File: src/rtl/serial_adder_pkg.sv
`default_nettype none
// ============================================================================
// Module   : serial_adder_pkg
// Brief    : Shared types and constants for the bit-serial adder.
// Revision : 1.0 - initial release
// ============================================================================
package serial_adder_pkg;

    typedef enum logic [1:0] {
        IDLE = 2'd0,
        RUN  = 2'd1,
        DONE = 2'd2
    } state_t;

    localparam int C_DEFAULT_WIDTH = 8;

endpackage
`default_nettype wire

File: src/rtl/serial_adder_if.sv
`default_nettype none
// ============================================================================
// Module   : serial_adder_if
// Brief    : Operand and result valid/ready channels of the serial adder.
// Revision : 1.0 - initial release
// ============================================================================
interface serial_adder_if
    import serial_adder_pkg::*;
#(
    parameter int WIDTH = C_DEFAULT_WIDTH
);
    logic             in_valid;
    logic             in_ready;
    logic [WIDTH-1:0] a;
    logic [WIDTH-1:0] b;
    logic             cin;
    logic             out_valid;
    logic             out_ready;
    logic [WIDTH-1:0] sum;
    logic             cout;

    modport slave (
        input  in_valid, a, b, cin, out_ready,
        output in_ready, out_valid, sum, cout
    );

    modport master (
        output in_valid, a, b, cin, out_ready,
        input  in_ready, out_valid, sum, cout
    );
endinterface
`default_nettype wire

File: src/rtl/serial_adder_full_adder_cell.sv
`default_nettype none
// ============================================================================
// Module   : full_adder_cell
// Brief    : One-bit combinational full adder.
// Revision : 1.0 - initial release
// ============================================================================
module full_adder_cell (
    input  wire logic i_a,
    input  wire logic i_b,
    input  wire logic i_cin,
    output logic      o_s,
    output logic      o_cout
);
    assign o_s    = i_a ^ i_b ^ i_cin;
    assign o_cout = (i_a & i_b) | (i_a & i_cin) | (i_b & i_cin);
endmodule
`default_nettype wire

File: src/rtl/serial_adder.sv
`default_nettype none
// ============================================================================
// Module   : serial_adder
// Brief    : Bit-serial WIDTH-bit adder, LSB first, valid/ready in and out.
// Revision : 1.0 - initial release
// ============================================================================
module serial_adder
    import serial_adder_pkg::*;
#(
    parameter int WIDTH = C_DEFAULT_WIDTH
)(
    input  wire logic      clk,
    input  wire logic      rst_n,
    serial_adder_if.slave  bus
);
    localparam int             CW     = $clog2(WIDTH + 1);
    localparam logic [CW-1:0]  C_LAST = CW'(WIDTH - 1);

    state_t           r_state;
    state_t           w_state_next;
    logic [WIDTH-1:0] r_sh_a;
    logic [WIDTH-1:0] r_sh_b;
    logic [WIDTH-1:0] r_sum;
    logic             r_carry;
    logic             r_cout;
    logic [CW-1:0]    r_cnt;
    logic             w_s;
    logic             w_c;
    logic [WIDTH:0]   w_sum_cat;
    logic             w_accept;
    logic             w_last;

    full_adder_cell u_fa (
        .i_a    (r_sh_a[0]),
        .i_b    (r_sh_b[0]),
        .i_cin  (r_carry),
        .o_s    (w_s),
        .o_cout (w_c)
    );

    // Slicing the concatenation keeps the MSB-side insert legal at WIDTH=1.
    assign w_sum_cat = {w_s, r_sum};
    assign w_accept  = (r_state == IDLE) && bus.in_valid;
    assign w_last    = (r_cnt == C_LAST);

    always_ff @(posedge clk or negedge rst_n) begin
        if (!rst_n) r_state <= IDLE;
        else        r_state <= w_state_next;
    end

    always_comb begin
        w_state_next = r_state;
        case (r_state)
            IDLE:    if (bus.in_valid)  w_state_next = RUN;
            RUN:     if (w_last)        w_state_next = DONE;
            DONE:    if (bus.out_ready) w_state_next = IDLE;
            default: w_state_next = IDLE;
        endcase
    end

    always_ff @(posedge clk or negedge rst_n) begin
        if (!rst_n) begin
            r_sh_a  <= '0;
            r_sh_b  <= '0;
            r_sum   <= '0;
            r_carry <= 1'b0;
            r_cout  <= 1'b0;
            r_cnt   <= '0;
        end else if (w_accept) begin
            r_sh_a  <= bus.a;
            r_sh_b  <= bus.b;
            r_carry <= bus.cin;
            r_sum   <= '0;
            r_cnt   <= '0;
        end else if (r_state == RUN) begin
            r_sh_a  <= r_sh_a >> 1;
            r_sh_b  <= r_sh_b >> 1;
            r_sum   <= w_sum_cat[WIDTH:1];
            r_carry <= w_c;
            r_cnt   <= r_cnt + CW'(1);
            if (w_last) r_cout <= w_c;
        end
    end

    assign bus.in_ready  = (r_state == IDLE);
    assign bus.out_valid = (r_state == DONE);
    assign bus.sum       = r_sum;
    assign bus.cout      = r_cout;
endmodule
`default_nettype wire

File: src/flat_wrapper.sv
// flat-port wrapper written by rule: the top's interface ports become plain ports
module serial_adder_flat import serial_adder_pkg::*;
#(
    parameter int WIDTH = C_DEFAULT_WIDTH
)
  (clk, rst_n, bus_in_valid, bus_a, bus_b, bus_cin, bus_out_ready, bus_in_ready, bus_out_valid, bus_sum, bus_cout);
  serial_adder_if #(.WIDTH(WIDTH)) bus_i ();
  input  wire logic clk;
  input  wire logic rst_n;
  input wire logic [$bits(bus_i.in_valid)-1:0] bus_in_valid;
  input wire logic [$bits(bus_i.a)-1:0] bus_a;
  input wire logic [$bits(bus_i.b)-1:0] bus_b;
  input wire logic [$bits(bus_i.cin)-1:0] bus_cin;
  input wire logic [$bits(bus_i.out_ready)-1:0] bus_out_ready;
  output wire logic [$bits(bus_i.in_ready)-1:0] bus_in_ready;
  output wire logic [$bits(bus_i.out_valid)-1:0] bus_out_valid;
  output wire logic [$bits(bus_i.sum)-1:0] bus_sum;
  output wire logic [$bits(bus_i.cout)-1:0] bus_cout;
  assign bus_i.in_valid = bus_in_valid;
  assign bus_i.a = bus_a;
  assign bus_i.b = bus_b;
  assign bus_i.cin = bus_cin;
  assign bus_i.out_ready = bus_out_ready;
  assign bus_in_ready = bus_i.in_ready;
  assign bus_out_valid = bus_i.out_valid;
  assign bus_sum = bus_i.sum;
  assign bus_cout = bus_i.cout;
  serial_adder #(.WIDTH(WIDTH)) u_core (.clk(clk), .rst_n(rst_n), .bus(bus_i));
endmodule
File: config.mk
export PLATFORM = sky130hd
export DESIGN_NAME = serial_adder_flat
export DESIGN_NICKNAME = d
export VERILOG_FILES = /design/src/rtl/serial_adder_pkg.sv /design/src/rtl/serial_adder_if.sv /design/src/rtl/serial_adder_full_adder_cell.sv /design/src/rtl/serial_adder.sv /design/src/flat_wrapper.sv
export SDC_FILE = /design/constraint.sdc
export NUM_CORES = 1
export LEC_CHECK = 0
export BUFFER_PORTS_ARGS = -buffer_cell sky130_fd_sc_hd__buf_4
export CAP_MARGIN = 20
export CORE_ASPECT_RATIO = 0.8
export CORE_MARGIN = 4
export CORE_UTILIZATION = 55
export DETAILED_ROUTE_END_ITERATION = 7
export HOLD_SLACK_MARGIN = 0.08
export PLACE_DENSITY_LB_ADDON = 0.12
export SKIP_CTS_REPAIR_TIMING = 1
export SLEW_MARGIN = 25
export SYNTH_ARGS = -nofsm -noshare
export SYNTH_HDL_FRONTEND = slang
export SYNTH_HIERARCHICAL = 1
export SYNTH_SLANG_ARGS = --single-unit
File: constraint.sdc
create_clock -name clk -period 3.4 [get_ports clk]
set_input_delay 0.85 -clock clk [delete_from_list [all_inputs] [get_ports clk]]
set_output_delay 0.85 -clock clk [all_outputs]
set_load 0.03 [all_outputs]
* Yosys cells after proc, flatten, opt, wreduce, memory -nomap -nowiden
Index checks and enable logic that the tools add are counted.
** Storage, ports and cells
- Register bits after elaboration :: 32
- Bits in latches :: 0
- RAM bits :: 0
- Bits in read-only memories :: 0
- Output and inout port bits :: 11
- Memories kept :: 0
** Cells by class
- Add/subtract/negate cells :: 1
- $mul :: 0
- Div/mod/pow operators :: 0
- Order comparisons :: 0
- Equal/unequal tests :: 6
- Shift-type cells :: 0
- Muxes and demuxes :: 14
- Bitwise logic cells :: 8
- Reduce and logical (&&, ||, !) cells :: 5
** Operators with widths (number)
- $mux 8 :: 6
- $mux 4 :: 2
- $mux 2 :: 3
- $pmux 2 s3 :: 1
- $reduce_and 3->1 :: 2
- $add 4x1->4 const B :: 1
- $eq 4x3->1 const B :: 1
- $ne 2x2->1 const B :: 2
- $and 1x1->1 :: 3
- $eq 2x1->1 const B :: 1
- $eq 2x2->1 const B :: 1
- $logic_not 2->1 :: 1
- $mux 1 :: 2
- $ne 2x1->1 const B :: 1
- $or 1x1->1 :: 2
- $reduce_bool 2->1 :: 1
- $xor 1x1->1 :: 2
- $logic_and 1x1->1 :: 1
- $not 1->1 :: 1

* Longest topological paths before layout
Gate-level depths: netlist of run 1.
- Depth in word-level cells :: 5
- Mapped depth :: 5
- Depth with buffers taken out :: 4

* Cells and area by module
The synthesis of run 1 kept the hierarchy.
** Modules (own cells, without submodules)
- serial_adder :: times used 1, cells an instance 154, area an instance 1506.4 um^2
- full_adder_cell :: times used 1, cells an instance 1, area an instance 20.0 um^2

* Least setup slack after synthesis of run 1
Ideal clock, no wire load.
- Path type :: input to register
- From :: in bus_in_valid
- To :: reg u_core.r_cnt[0]
- Setup time :: 0.121 ns
- Arrival :: 1.593 ns
- Path slack :: 1.686 ns
- Stages :: 5
- Cells stage by stage :: or3b_1 > buf_6 > buf_6 > nand3_2 > o21ai_2
** On the way
- Cells in the longest elaborated chain, start to end :: 2
- Elaborated cells on any way between the ends :: 3
** Ends and longest elaborated chain
- from (decl) :: RTL line flat_wrapper.sv:10 : input wire logic [$bits(bus_i.in_valid)-1:0] bus_in_valid;
- $logic_and 1x1->1 * :: RTL line serial_adder.sv:43 : assign w_accept = (r_state == IDLE) && bus.in_valid;
- $mux 4 or $reduce_bool 2->1 (tied branches)
- to (signal assigned) :: RTL line serial_adder.sv:80 : r_cnt <= r_cnt + CW'(1);
- to (decl) :: RTL line serial_adder.sv:26 : logic [CW-1:0] r_cnt;
Every way passes the cells marked *; elsewhere a longest branch is shown, timed or not.
A chain may end at the register's enable or synchronous reset.

* Final worst setup path of run 1
- From :: reg u_core.r_state[0]
- To :: out bus_out_valid
** On the way
- Cells in the longest elaborated chain, start to end :: 1
** Ends and longest elaborated chain
- from (decl) :: RTL line serial_adder.sv:19 : state_t r_state;
- from (signal assigned) :: RTL line serial_adder.sv:48 : else r_state <= w_state_next;
- $eq 2x2->1 :: RTL line serial_adder.sv:86 : assign bus.out_valid = (r_state == DONE);
- to (decl) :: RTL line flat_wrapper.sv:16 : output wire logic [$bits(bus_i.out_valid)-1:0] bus_out_valid;
No other way between the ends.

==> run summary, run 1 <==
die area: 0.00369 mm2
P per Cell Area: 940 mW/mm2
outcome: completed
Die Height: 55.1 um
post-synth top area share: 52.5%
Slew Viols, Final: 0
Req. time, crit path: 2.55 ns
Initial Utilization: 60.0%
setup_tns: 0 ns
placed cell area: 0.00173 mm2
Root Buffer: clkbuf_4
core area: 0.00254 mm2
Max-Cap Viols: 0
Tcrit/Tclk final: 60.3%
crit-path max FO: 7
Critical Path AT: 1.20 ns
VDD IR-drop max: 0.000807 V
Mapped Cells: 155
Hold Path Class: input pin to asynchronous set/reset pin
DP Worst Slack: 1.06 ns
Rows: 16
Crit path max-delay family: flip-flops
final hold vios: 0
number of global-route vias before repair: 1191
Tmin final: 2.05 ns
buffers and inverters on the worst path: 2
fillers: 206
syn avg cell area: 9.85 um2
top cells by area, synth: dfrtp_1, nand2_1, nand3_2
Setup-failing EPs final: 0
Mapped Area: 0.00153 mm2
routed vias: 1197
Num CTS Buffers: 5
flops & latches, synth: 32
Skew-Pair Late Insertion Delay: 0.35 ns
Leakage Power: 0.893 nW
most common cell after layout, fill and taps aside: nand2_1
Clock Path Buffers: 2
Placed Cells: 214
post-synthesis sequential area ratio: 52.5%
initial antenna violation count: 0
Synth Net Count: 178
DP Wirelength: 2.00 mm
hold slack: 0.413 ns
Remaining DRCs: 0
Wirelength per Cell: 13.8 um
Antenna Nets Post-Route: 0
most frequent cells in the layout: nand2_1, buf_4, dfrtp_1
Worst Tran Pin Value: 0.736 ns
1st-iter DRT viols: 85
GRT overflow: 0
Vias per Instance: 5.39
drt first pass iters: 4
clock sink count: 32
global-route wire length before repair: 5.45 mm
Antenna Diode Count: 0
Clock Skew: 0.0181 ns
CP startpoint kind: register
CP max-delay cell: dfrtp_1
final setup margin: 1.35 ns
element type at the critical path end: primary output
CTS tree: done
Final nets: 208
final wirelength: 3.06 mm
relative slew slack: 50.9%
Layout Cells excl Fill: 222
IO Pins: 32
max frequency: 488 MHz
fin area: 0.00181 mm2
share of layout cells above drive strength 1: 32.8%
Final Wtd Congestion: 0.745
area grow syn2layout: 18.8%
Yosys warning total: 6
Yosys top cell by area: dfrtp_1
RSZ-0062 raised after global routing: no
critical path's largest stage delay: 0.46 ns
All-Layer GR Usage: 20.4%
Util after Layout: 71.3%
IO buf count: 31
CTS H-tree depth: 2
chip width: 66.9 um
count of cell types in the netlist: 27
crit-path cells: nand2b_1 > inv_1 > buf_4
largest net degree at the start of global routing: 33
total power: 1.70 mW
clk slew on worst S/H paths: 0.12 ns
WS Path Type: register to primary output
[worst register-to-register path, delay by kind of cell (launching register included)]
kind,cells,cell delay (ns)
AND/OR/NAND/NOR,2,0.85
flip-flops,1,0.46
buffers and inverters,1,0.38
AO/OA/AOI/OAI,1,0.06
[power breakdown]
group,internal [mW],switching [mW]
logic,0.280,0.452
registers,0.552,0.129
clock network,0.153,0.138
[final timing paths]
kind	slack, ns	endpoint	startpoint	cells after the start
min in group clk	0.47	u_core/r_cnt[3]	u_core/r_cnt[3]	1
worst max-delay path	1.35	bus_out_valid	u_core/r_state[0]	3
worst max register to register	1.52	u_core/r_sh_b[4]	u_core/r_state[0]	4
max in group asynchronous	2.67	u_core/r_sh_b[0]	rst_n	1
worst min register to register	0.47	u_core/r_cnt[3]	u_core/r_cnt[3]	1
worst min-delay path	0.41	u_core/r_sh_a[7]	rst_n	1
[logic make-up (layout without fill, tap and decap cells)]
logic type      count (synthesis)  in the layout  share of synthesized area (%)
buf+inv                        12             43                           6.39
simple gates                   88             88                           29.0
fa+ha+maj                       2              2                           2.13
flops                          32             32                           52.5
mux                             2              2                           1.39
compound gates                 19             19                           8.61
[cells in the mapped netlist (all sizes together)]
master  count
nand2b      2
buf        11
a22oi       3
a31oi      12
mux2i       1
inv         1
nor3b       1
fa          1
mux2        1
ha          1
o21ai       4
and3b       1
nand2      51
nand3      16
nor2       13
nor2b       1
or3b        1
dfrtp      32
nand4       1
nand3b      1
[routing by layer]
layer / routed length, um / GRT usage (%)
met2: 1430 / 32.4
met4: 27 / 8.08
met1: 1390 / 25.9
met5: 0 / 0
met3: 205 / 7.07
[cell type report]
class	count	area (um2)	area share (%)
clock buffers	5	37.5	2.07
clock inverters	3	42.5	2.35
inverters	1	3.75	0.207
multi-input cells	111	628	34.6
flip-flops and latches	32	801	44.2
well taps	36	45.0	2.48
repair buffers	34	255	14.1
[sequential cells by signal, summed over array words and instances, names as in the netlist]
register	flops
u_core/bus.cout	1
u_core/bus.sum	8
u_core/r_carry	1
u_core/r_cnt	4
u_core/r_sh_a	8
u_core/r_sh_b	8
u_core/r_state	2
Note: power is estimated with default switching activity, not from simulation.
==> run 2, diff against run 1 <==
- CORE_UTILIZATION: 55 -> 48
- clock period: 3.4 -> 1.8 ns (I/O delays scaled with it)
==> run summary, run 2 (synthesis results as in run 1) <==
chip width: 71.1 um (+6.2%)
initial antenna violation count: 0 (unchanged)
clk slew on worst S/H paths: 0.07 ns (-0.05 ns)
share of layout cells above drive strength 1: 34.0% (+1.2 points)
Antenna Nets Post-Route: 0 (unchanged)
DP Worst Slack: 0.239 ns (-0.819 ns)
Num CTS Buffers: 5 (unchanged)
Wirelength per Cell: 13.4 um (-2.9%)
routed vias: 1201 (+0.33%)
setup_tns: 0 ns (unchanged)
P per Cell Area: 1760 mW/mm2 (+88%)
Req. time, crit path: 1.35 ns (-1.20 ns)
CP startpoint kind: register
drt first pass iters: 4 (unchanged)
Antenna Diode Count: 0 (unchanged)
relative slew slack: 56.2% (+5.3 points)
IO buf count: 31 (unchanged)
final setup margin: 0.257 ns (-1.09 ns)
Clock Skew: 0.00428 ns (-0.0138 ns)
Leakage Power: 0.914 nW (+2.3%)
DP Wirelength: 2.07 mm (+3.5%)
sequential share of power: 39.4% (-0.6 points)
CTS H-tree depth: 2 (unchanged)
final wirelength: 3.05 mm (-0.23%)
clock sink count: 32 (unchanged)
IO Pins: 32 (unchanged)
R2R cell count: 4 (unchanged)
combinational share of power: 43.6% (+0.7 points)
Sw Ratio: 41.4% (-0.80 points)
number of global-route vias before repair: 1171 (-1.7%)
Vias per Instance: 5.27 (-2.3%)
most common cell after layout, fill and taps aside: nand2_1
most frequent cells in the layout: nand2_1, buf_4, dfrtp_1
Worst Tran Pin Value: 0.655 ns (-0.0813 ns)
clock power share: 17.0% (about the same)
global-route wire length before repair: 5.27 mm (-3.3%)
footprint of the multi-input gates: 631 um2 (+0.40%)
Critical Path AT: 1.09 ns (-0.11 ns)
area grow syn2layout: 21.1%
Max-Cap Viols: 0 (unchanged)
total power: 3.26 mW (+91%)
max frequency: 648 MHz
All-Layer GR Usage: 16.3% (-4.1 points)
Tcrit/Tclk final: 85.7%
Tmin final: 1.54 ns
Die Height: 58.4 um (+6.0%)
Pint: 1.91 mW (+94%)
Initial Utilization: 49.8% (-10 points)
GRT overflow: 0 (unchanged)
Clock Path Buffers: 2 (unchanged)
Remaining DRCs: 0 (unchanged)
die area: 0.00415 mm2 (+13%)
Slew Viols, Final: 0 (unchanged)
outcome: completed
hold slack: 0.0976 ns (-0.316 ns)
CTS tree: done
fillers: 292 (+42%)
Hold Path Class: input pin to asynchronous set/reset pin
storage element area: 801 um2 (unchanged)
1st-iter DRT viols: 69 (-19%)
Rows: 18 (+2)
Root Buffer: clkbuf_8
largest net degree at the start of global routing: 43 (+30%)
WS Path Type: register to primary output
element type at the critical path end: primary output
Setup-failing EPs final: 0 (unchanged)
Final nets: 210 (+0.96%)
final hold vios: 0 (unchanged)
core area: 0.00306 mm2 (+20%)
VDD IR-drop max: 0.00121 V (+51%)
switching power total: 1.35 mW (+88%)
RSZ-0062 raised after global routing: no
Skew-Pair Late Insertion Delay: 0.28 ns (-0.07 ns)
Final Wtd Congestion: 0.738 (-0.90%)
crit-path max FO: 7 (unchanged)
## run 2: cell types whose count changed in the layout (fill, tap and decap cells not counted)
cell and change:
clkbuf_8 +6, nor2b_2 +1, buf_4 +2, nor2b_1 -1
clkinv_2 +1, clkbuf_4 -5, clkinvlp_4 -1, bufinv_16 -1
## run 2: layer usage
layer	global-route usage [%]	routed length, um	up-vias
li1	-	-	582
met4	5.36	20	0
met5	0	0	-
met1	19.8	1300	579
met2	26.3	1520	36
met3	7.34	205	4
## run 2: cell type report
| class | instances | area share (%) |
|---|---|---|
| Clock buffer | 6 | 4.47 |
| Clock inverter | 2 | 0.542 |
| Sequential cell | 32 | 43.3 |
| Multi-Input combinational cell | 111 | 34.1 |
| Timing Repair Buffer | 36 | 14.6 |
| Inverter | 1 | 0.203 |
| Tap cell | 40 | 2.71 |
## run 2: through the flow
stage	cells	util, %	instance area, um2
after floorplan	155	-	1530
after global placement	220	57.3	1760
after detailed placement	220	57.3	1760
after CTS	228	60.3	1850
after global routing	228	60.3	1850
final	228	60.3	1850
## run 2: worst paths after layout
kind                              startpoint           endpoint  slack [ns]
max                        u_core/r_state[0]      bus_out_valid        0.26
min                                    rst_n   u_core/r_sh_b[6]         0.1
max reg2reg                u_core/r_state[0]   u_core/r_sh_b[2]        0.30
min reg2reg                  u_core/r_cnt[3]    u_core/r_cnt[3]        0.47
max in group asynchronous              rst_n  u_core/bus.sum[3]        1.41
min in group clk               bus_out_ready  u_core/r_state[1]        0.36
## run 2: power groups by stage
stage | Clock (mW) | Combinational, mW | Sequential [mW]
6_report | 0.555 | 1.42 | 1.28
5_1_grt | 0.616 | 1.58 | 1.33
4_1_cts | 0.573 | 1.44 | 1.29
3_3_place_gp | 0 | 1.37 | 1.28
2_1_floorplan | 0 | 0.926 | 1.40
3_5_place_dp | 0 | 1.44 | 1.29
## run 2: critical path, stage by stage, from the launching register on
cell,delay [ns]
dfrtp_1,0.44
nand2b_1,0.18
inv_1,0.06
buf_4,0.15
